<file path="src/rtl/seg_pkg.sv">
// Shared constants and types for the seven-segment display path.
package seg_pkg;

    // Index of the digit slot currently being scanned (0 = seconds ones).
    typedef logic [1:0] digit_idx_t;

    localparam logic [6:0] SEG_BLANK = 7'b1111111;
    localparam logic [3:0] AN_OFF    = 4'b1111;

    // Active-low gfedcba patterns. Entry [d] holds the pattern for digit d.
    localparam logic [9:0][6:0] SEG_DIGITS = {
        7'b0010000,   // 9
        7'b0000000,   // 8
        7'b1111000,   // 7
        7'b0000010,   // 6
        7'b0010010,   // 5
        7'b0011001,   // 4
        7'b0110000,   // 3
        7'b0100100,   // 2
        7'b1111001,   // 1
        7'b1000000    // 0
    };

    // Non-BCD codes never reach this in normal use; show them dark.
    function automatic logic [6:0] seg_encode(input logic [3:0] digit);
        logic [6:0] pattern;
        if (digit > 4'd9) pattern = SEG_BLANK;
        else              pattern = SEG_DIGITS[digit];
        return pattern;
    endfunction

endpackage

</file>
<file path="src/rtl/bin2bcd_60.sv">
// Binary 0..63 to two BCD digits, clamping anything above 59.
module bin2bcd_60 (
    input  logic [5:0] bin,
    output logic [3:0] tens,
    output logic [3:0] ones
);

    logic [5:0] sat;

    // Clamp to 59, then split into tens and ones.
    always_comb begin
        sat  = (bin > 6'd59) ? 6'd59 : bin;
        tens = 4'(sat / 6'd10);
        ones = 4'(sat % 6'd10);
    end

endmodule

</file>
<file path="src/rtl/seven_seg_scanner.sv">
// Multiplexed 4-digit MM:SS display driver with optional field blinking.
module seven_seg_scanner
    import seg_pkg::*;
#(
    parameter int SCAN_DIV  = 100000,
    parameter int BLINK_DIV = 25000000
) (
    input  logic       clk,
    input  logic       reset,
    input  logic [5:0] min,
    input  logic [5:0] sec,
    input  logic       blink,
    input  logic       sel,
    output logic [3:0] an,
    output logic [6:0] seg,
    output logic       dp
);

    localparam int SCAN_W  = (SCAN_DIV  > 1) ? $clog2(SCAN_DIV)  : 1;
    localparam int BLINK_W = (BLINK_DIV > 1) ? $clog2(BLINK_DIV) : 1;

    logic [SCAN_W-1:0]  scan_cnt;
    logic [BLINK_W-1:0] blink_cnt;
    digit_idx_t         idx;
    logic               scan_tc;
    logic               frame_tc;
    logic               blink_tc;
    logic               phase;

    logic [5:0] min_q;
    logic [5:0] sec_q;
    logic       blink_q;
    logic       sel_q;

    logic [3:0] min_tens;
    logic [3:0] min_ones;
    logic [3:0] sec_tens;
    logic [3:0] sec_ones;

    logic [3:0] digit;
    logic       blanked;
    logic [3:0] an_d;
    logic [6:0] seg_d;
    logic       dp_d;

    assign scan_tc  = (scan_cnt == SCAN_W'(SCAN_DIV - 1));
    assign frame_tc = scan_tc && (idx == 2'd3);
    assign blink_tc = (blink_cnt == BLINK_W'(BLINK_DIV - 1));

    // Slot timer and digit index; idx steps once per completed slot.
    always_ff @(posedge clk or negedge reset) begin
        if (!reset) begin
            scan_cnt <= '0;
            idx      <= '0;
        end else if (scan_tc) begin
            scan_cnt <= '0;
            idx      <= digit_idx_t'(idx + 2'd1);
        end else begin
            scan_cnt <= scan_cnt + 1'b1;
        end
    end

    // Capture inputs only at frame boundaries so a frame never tears.
    always_ff @(posedge clk or negedge reset) begin
        if (!reset) begin
            min_q   <= '0;
            sec_q   <= '0;
            blink_q <= 1'b0;
            sel_q   <= 1'b0;
        end else if (frame_tc) begin
            min_q   <= min;
            sec_q   <= sec;
            blink_q <= blink;
            sel_q   <= sel;
        end
    end

    // Blink half-period timer; also cleared when a frame loads blink=0 so
    // the next blink session always opens on the visible phase.
    always_ff @(posedge clk or negedge reset) begin
        if (!reset) begin
            blink_cnt <= '0;
            phase     <= 1'b0;
        end else if (!blink_q || (frame_tc && !blink)) begin
            blink_cnt <= '0;
            phase     <= 1'b0;
        end else if (blink_tc) begin
            blink_cnt <= '0;
            phase     <= ~phase;
        end else begin
            blink_cnt <= blink_cnt + 1'b1;
        end
    end

    bin2bcd_60 u_min_bcd (
        .bin  (min_q),
        .tens (min_tens),
        .ones (min_ones)
    );

    bin2bcd_60 u_sec_bcd (
        .bin  (sec_q),
        .tens (sec_tens),
        .ones (sec_ones)
    );

    // Pick the digit for the current slot and decide whether it is blanked.
    always_comb begin
        digit   = 4'd0;
        blanked = 1'b0;
        an_d    = AN_OFF;
        seg_d   = SEG_BLANK;
        dp_d    = 1'b1;
        case (idx)
            2'd0:    digit = sec_ones;
            2'd1:    digit = sec_tens;
            2'd2:    digit = min_ones;
            default: digit = min_tens;
        endcase
        blanked = blink_q && phase && (sel_q ? (idx <= 2'd1) : (idx >= 2'd2));
        if (!blanked) begin
            an_d      = AN_OFF;
            an_d[idx] = 1'b0;
            seg_d     = seg_encode(digit);
            dp_d      = (idx == 2'd2) ? 1'b0 : 1'b1;
        end
    end

    // Register the pins so they change cleanly one cycle after idx.
    always_ff @(posedge clk or negedge reset) begin
        if (!reset) begin
            an  <= AN_OFF;
            seg <= SEG_BLANK;
            dp  <= 1'b1;
        end else begin
            an  <= an_d;
            seg <= seg_d;
            dp  <= dp_d;
        end
    end

endmodule
</file>
<file path="config.mk">
export PLATFORM = sky130hd
export DESIGN_NAME = seven_seg_scanner
export DESIGN_NICKNAME = d
export VERILOG_FILES = /design/src/rtl/seg_pkg.sv /design/src/rtl/bin2bcd_60.sv /design/src/rtl/seven_seg_scanner.sv
export SDC_FILE = /design/constraint.sdc
export NUM_CORES = 1
export LEC_CHECK = 0
export ABC_AREA = 1
export CORE_MARGIN = 1.5
export CORE_UTILIZATION = 55
export DETAILED_ROUTE_END_ITERATION = 16
export PLACE_DENSITY = 0.75
export SKIP_LAST_GASP = 1
export SYNTH_ARGS = -nofsm -noshare
export SYNTH_HDL_FRONTEND = slang
export SYNTH_SLANG_ARGS = --single-unit
</file>
<file path="constraint.sdc">
create_clock -name clk -period 8.2 [get_ports clk]
set_input_delay 1.64 -clock clk [delete_from_list [all_inputs] [get_ports clk]]
set_output_delay 1.64 -clock clk [all_outputs]
set_load 0.1 [all_outputs]
</file>
==> metrics list <==
- In this run the critical register-to-register path is captured at seg[5]$_DFF_PN1_.
* Kind of end point of the critical path: flop
- Including well taps, the total number of placed cells is 661.
* Ratio of cells with drive above 1 in the final layout: 0.177
- The critical path in this run is classified as flop to flop.
- Number of distinct library cells after synthesis: 43
* Startpoint kind of the worst setup timing path: flop
* Req. time, crit path: 8.49 ns
* Clock latency on the worst-skew pair: 0.35 ns
- Number of antenna violations at the first check in global routing: 0
- The die is 92.3 µm wide.
* Worst Setup Slack, final: 4.40 ns
- After clock tree synthesis, the clock-pin slew on the worst setup and hold paths is 0.08 ns.
* Area of the mapped netlist: 4390 µm²
* Worst slack, placed: 4.43 ns
- The tool flagged a number of max-cap violations equal to 0.
- The initial utilization of the core area, before any placement, comes to 0.568.
* Final wirelength: 8350 µm
- During placement, the flow inserted port buffers numbering 27.
- Number of global-route vias before repair: 3489
- TritonCTS built the clock tree.
- Power spread over the standard cell area amounts to 191 nW/µm².
- Root buffer cell: clkbuf_8
- For this design, the CTS-stage hold fixing added 0 buffers.
* # fillers: 644
- The clock tree synthesis step divided the H-tree into 3 levels.
- Cell type contributing the most total cell area after synthesis: dfrtp_1
- Hold endpoint: scan_cnt[0]$_DFF_PN0_
- Buffers inserted during post-CTS setup optimization: 0
- Weighted congestion reported at the end of routability-driven placement: 0.849
- Area growth from synthesis to final layout: 12.9%
* Setup TNS Final: 0 ns
- The final max-slew violation count is 0.
* DP HPWL: 6320 µm
* Synthesized net count: 571
- DIE AREA: 8520 µm²
- For this run, design rule violations remaining after detail routing come to 0.
- The number of antenna diodes in the final layout is 0.
- Headroom to the max-slew limit came out at 0.330.
- Worst min path class: flop to flop
- For this run, the top clock speed supported by timing is 263 MHz.
- The top cell types in the final layout, fill and taps aside, are nand2_1, inv_1, nor2_1.
* Cell types occupying the most area after synthesis: dfrtp_1, nand2_1, inv_1
- Measured in cells, the most critical reg-to-reg path has a length of 25.
- Number of sinks handled by clock tree synthesis: 70
* Post-synthesis instance total: 536
- Arrival time at the worst endpoint: 4.09 ns
- The run finished with clean final reports.
* Top Ports: 28
* Routed wire length per instance: 12.3 µm
- The first global-routing pass estimated 15000 µm of wire.
* Total leakage power: 2.33 nW
* Clock skew: 0.0133 ns
- Across every metal layer, demand over resource in global routing totals 0.220.
- Max FO, Critical Path: 11
- Synth warnings: 0
* Hold-critical path depth: 1
- Final number of hold-violating endpoints: 0
- Mean Syn Cell Area: 8.18 µm²
- IR analysis of the VDD net gives a maximum drop of 0.000145 V.
- Non-filler cells in the finished layout: 677
- The worst register-to-register path has a setup slack of 4.40 ns.
* Beginning of the worst register-to-register path: idx[0]$_DFFE_PN0N_
- Critical Path Start: idx[0]$_DFFE_PN0N_
- The initialized floorplan defines 32 standard-cell rows.
* Most common cell after layout, fill and taps aside: nand2_1
* RSZ-0062 raised after global routing: false
* Die H: 92.3 µm
- TritonCTS created 9 clock buffers.
- Final setup violation count: 0
- Of the post-synthesis cell area, the dominant cell type holds 0.337.
* Register area share after synthesis: 0.402
- Overflow left after global routing: 0
- The core region is 7730 µm².
- Post-layout net count: 605
- For the pin with the worst max-slew slack, the measured transition is 1.00 ns.
- Counting flops and latches in the post-synthesis netlist gives 70.
- Drt first pass iters: 4
- Fraction of the cycle the final worst path needs: 0.464
- The clock passes through at most 2 buffers.
* Time the final worst path needs with I/O delays and setup: 3.80 ns
- Entering global routing, the biggest net connects 71 pins.
- Critical hold path startpoint: scan_cnt[0]$_DFF_PN0_
- Post-cts resize count: 0
- Detailed Route Iter0 Violations: 146
* Remaining antenna violation count: 0
* Vias after detailed routing: 3451
- Number of vias per cell after detailed routing: 5.10
- Worst hold-check slack: 0.476 ns
==> flip-flops by register name (all words and copies together) (netlist names) <==
register / flops
an: 4
blink_cnt: 25
blink_q: 1
idx: 2
min_q: 6
phase: 1
scan_cnt: 17
sec_q: 6
seg: 7
sel_q: 1
==> final cells by class <==
class / instances / area, µm² / share of cell area
Clock buffer: 9 / 124 / 0.0250
Clock inverter: 7 / 75.1 / 0.0152
Timing Repair Buffer: 28 / 273 / 0.0551
Tap cell: 102 / 128 / 0.0258
Inverter: 95 / 358 / 0.0723
Multi-Input combinational cell: 366 / 2230 / 0.450
Sequential cell: 70 / 1770 / 0.356
==> power by group <==
group	internal, mW	switching [mW]	total [mW]
registers	0.375	0.00791	0.383
clock network	0.141	0.136	0.276
logic	0.0760	0.210	0.286
==> worst max path at each step <==
stage                       endpoint  slack, ns  depth (start not counted)
floorplan           seg[1]$_DFF_PN1_       5.09                         24
global placement    seg[1]$_DFF_PN1_       4.65                         25
detailed placement  seg[5]$_DFF_PN1_       4.43                         25
CTS                 seg[5]$_DFF_PN1_       4.41                         25
global route        seg[5]$_DFF_PN1_       4.08                         25
finish              seg[5]$_DFF_PN1_       4.40                         25
==> synthesized netlist by cell type, drive strengths merged <==
library cell / number
nand2: 134
inv: 94
nor2: 65
dfrtp: 59
nand3: 37
o21ai: 22
ha: 19
nor3: 15
xor2: 14
mux2: 13
nand4: 12
dfstp: 11
a21oi: 9
nor4: 6
buf: 5
nand3b: 4
xnor2: 4
nor3b: 3
a31oi: 2
a2bb2oi: 1
a31o: 1
and3: 1
clkinv: 1
o211ai: 1
o311ai: 1
o41ai: 1
or2: 1
==> per-stage QoR <==
step	utilization	power (mW)	cell area [µm²]
after floorplan	-	0.614	4390
after global placement	0.615	0.669	4750
after detailed placement	0.615	0.676	4750
after CTS	0.641	0.953	4950
after global routing	0.641	0.988	4950
final	0.641	0.945	4950
==> critical path: stages, from the launching register on <==
cell and delay (ns):
dfrtp_1 0.40, inv_1 0.13, ha_1 0.49, inv_2 0.15, nand2_1 0.14, nand2_4 0.07, ha_1 0.30, inv_1 0.06
nand2_1 0.08, nand2_4 0.10, inv_2 0.06, nand2_4 0.09, nand3_2 0.09, nand2_1 0.12, nand2_4 0.08, nor2_8 0.12
nand2_4 0.07, nand2_1 0.05, nand3_1 0.06, nand2_1 0.16, inv_1 0.10, ha_1 0.25, or2_2 0.33, nand2_4 0.08
a21oi_4 0.07, nand2_1 0.10
==> layer usage <==
layer  wire, µm  up-vias  global-route usage
li1           -     1770                   -
met1       3730     1616               0.265
met2       4250       51               0.391
met3        232       14              0.0369
met4        140        0              0.0833
met5          0        -                   0
==> cells by family (layout without fill, tap and decap cells) <==
| kind of cell | Yosys count | in the layout | synth area share |
|---|---|---|---|
| and+or+nand+nor | 278 | 278 | 0.325 |
| DFF | 70 | 70 | 0.402 |
| xor gates and xnor gates | 18 | 18 | 0.0377 |
| buffers and inverters | 100 | 139 | 0.0918 |
| muxes | 13 | 13 | 0.0334 |
| adders and majority gates | 19 | 19 | 0.0542 |
| AOI/OAI and AO/OA | 38 | 38 | 0.0556 |
No activity file was read; power rests on OpenSTA's default activity.
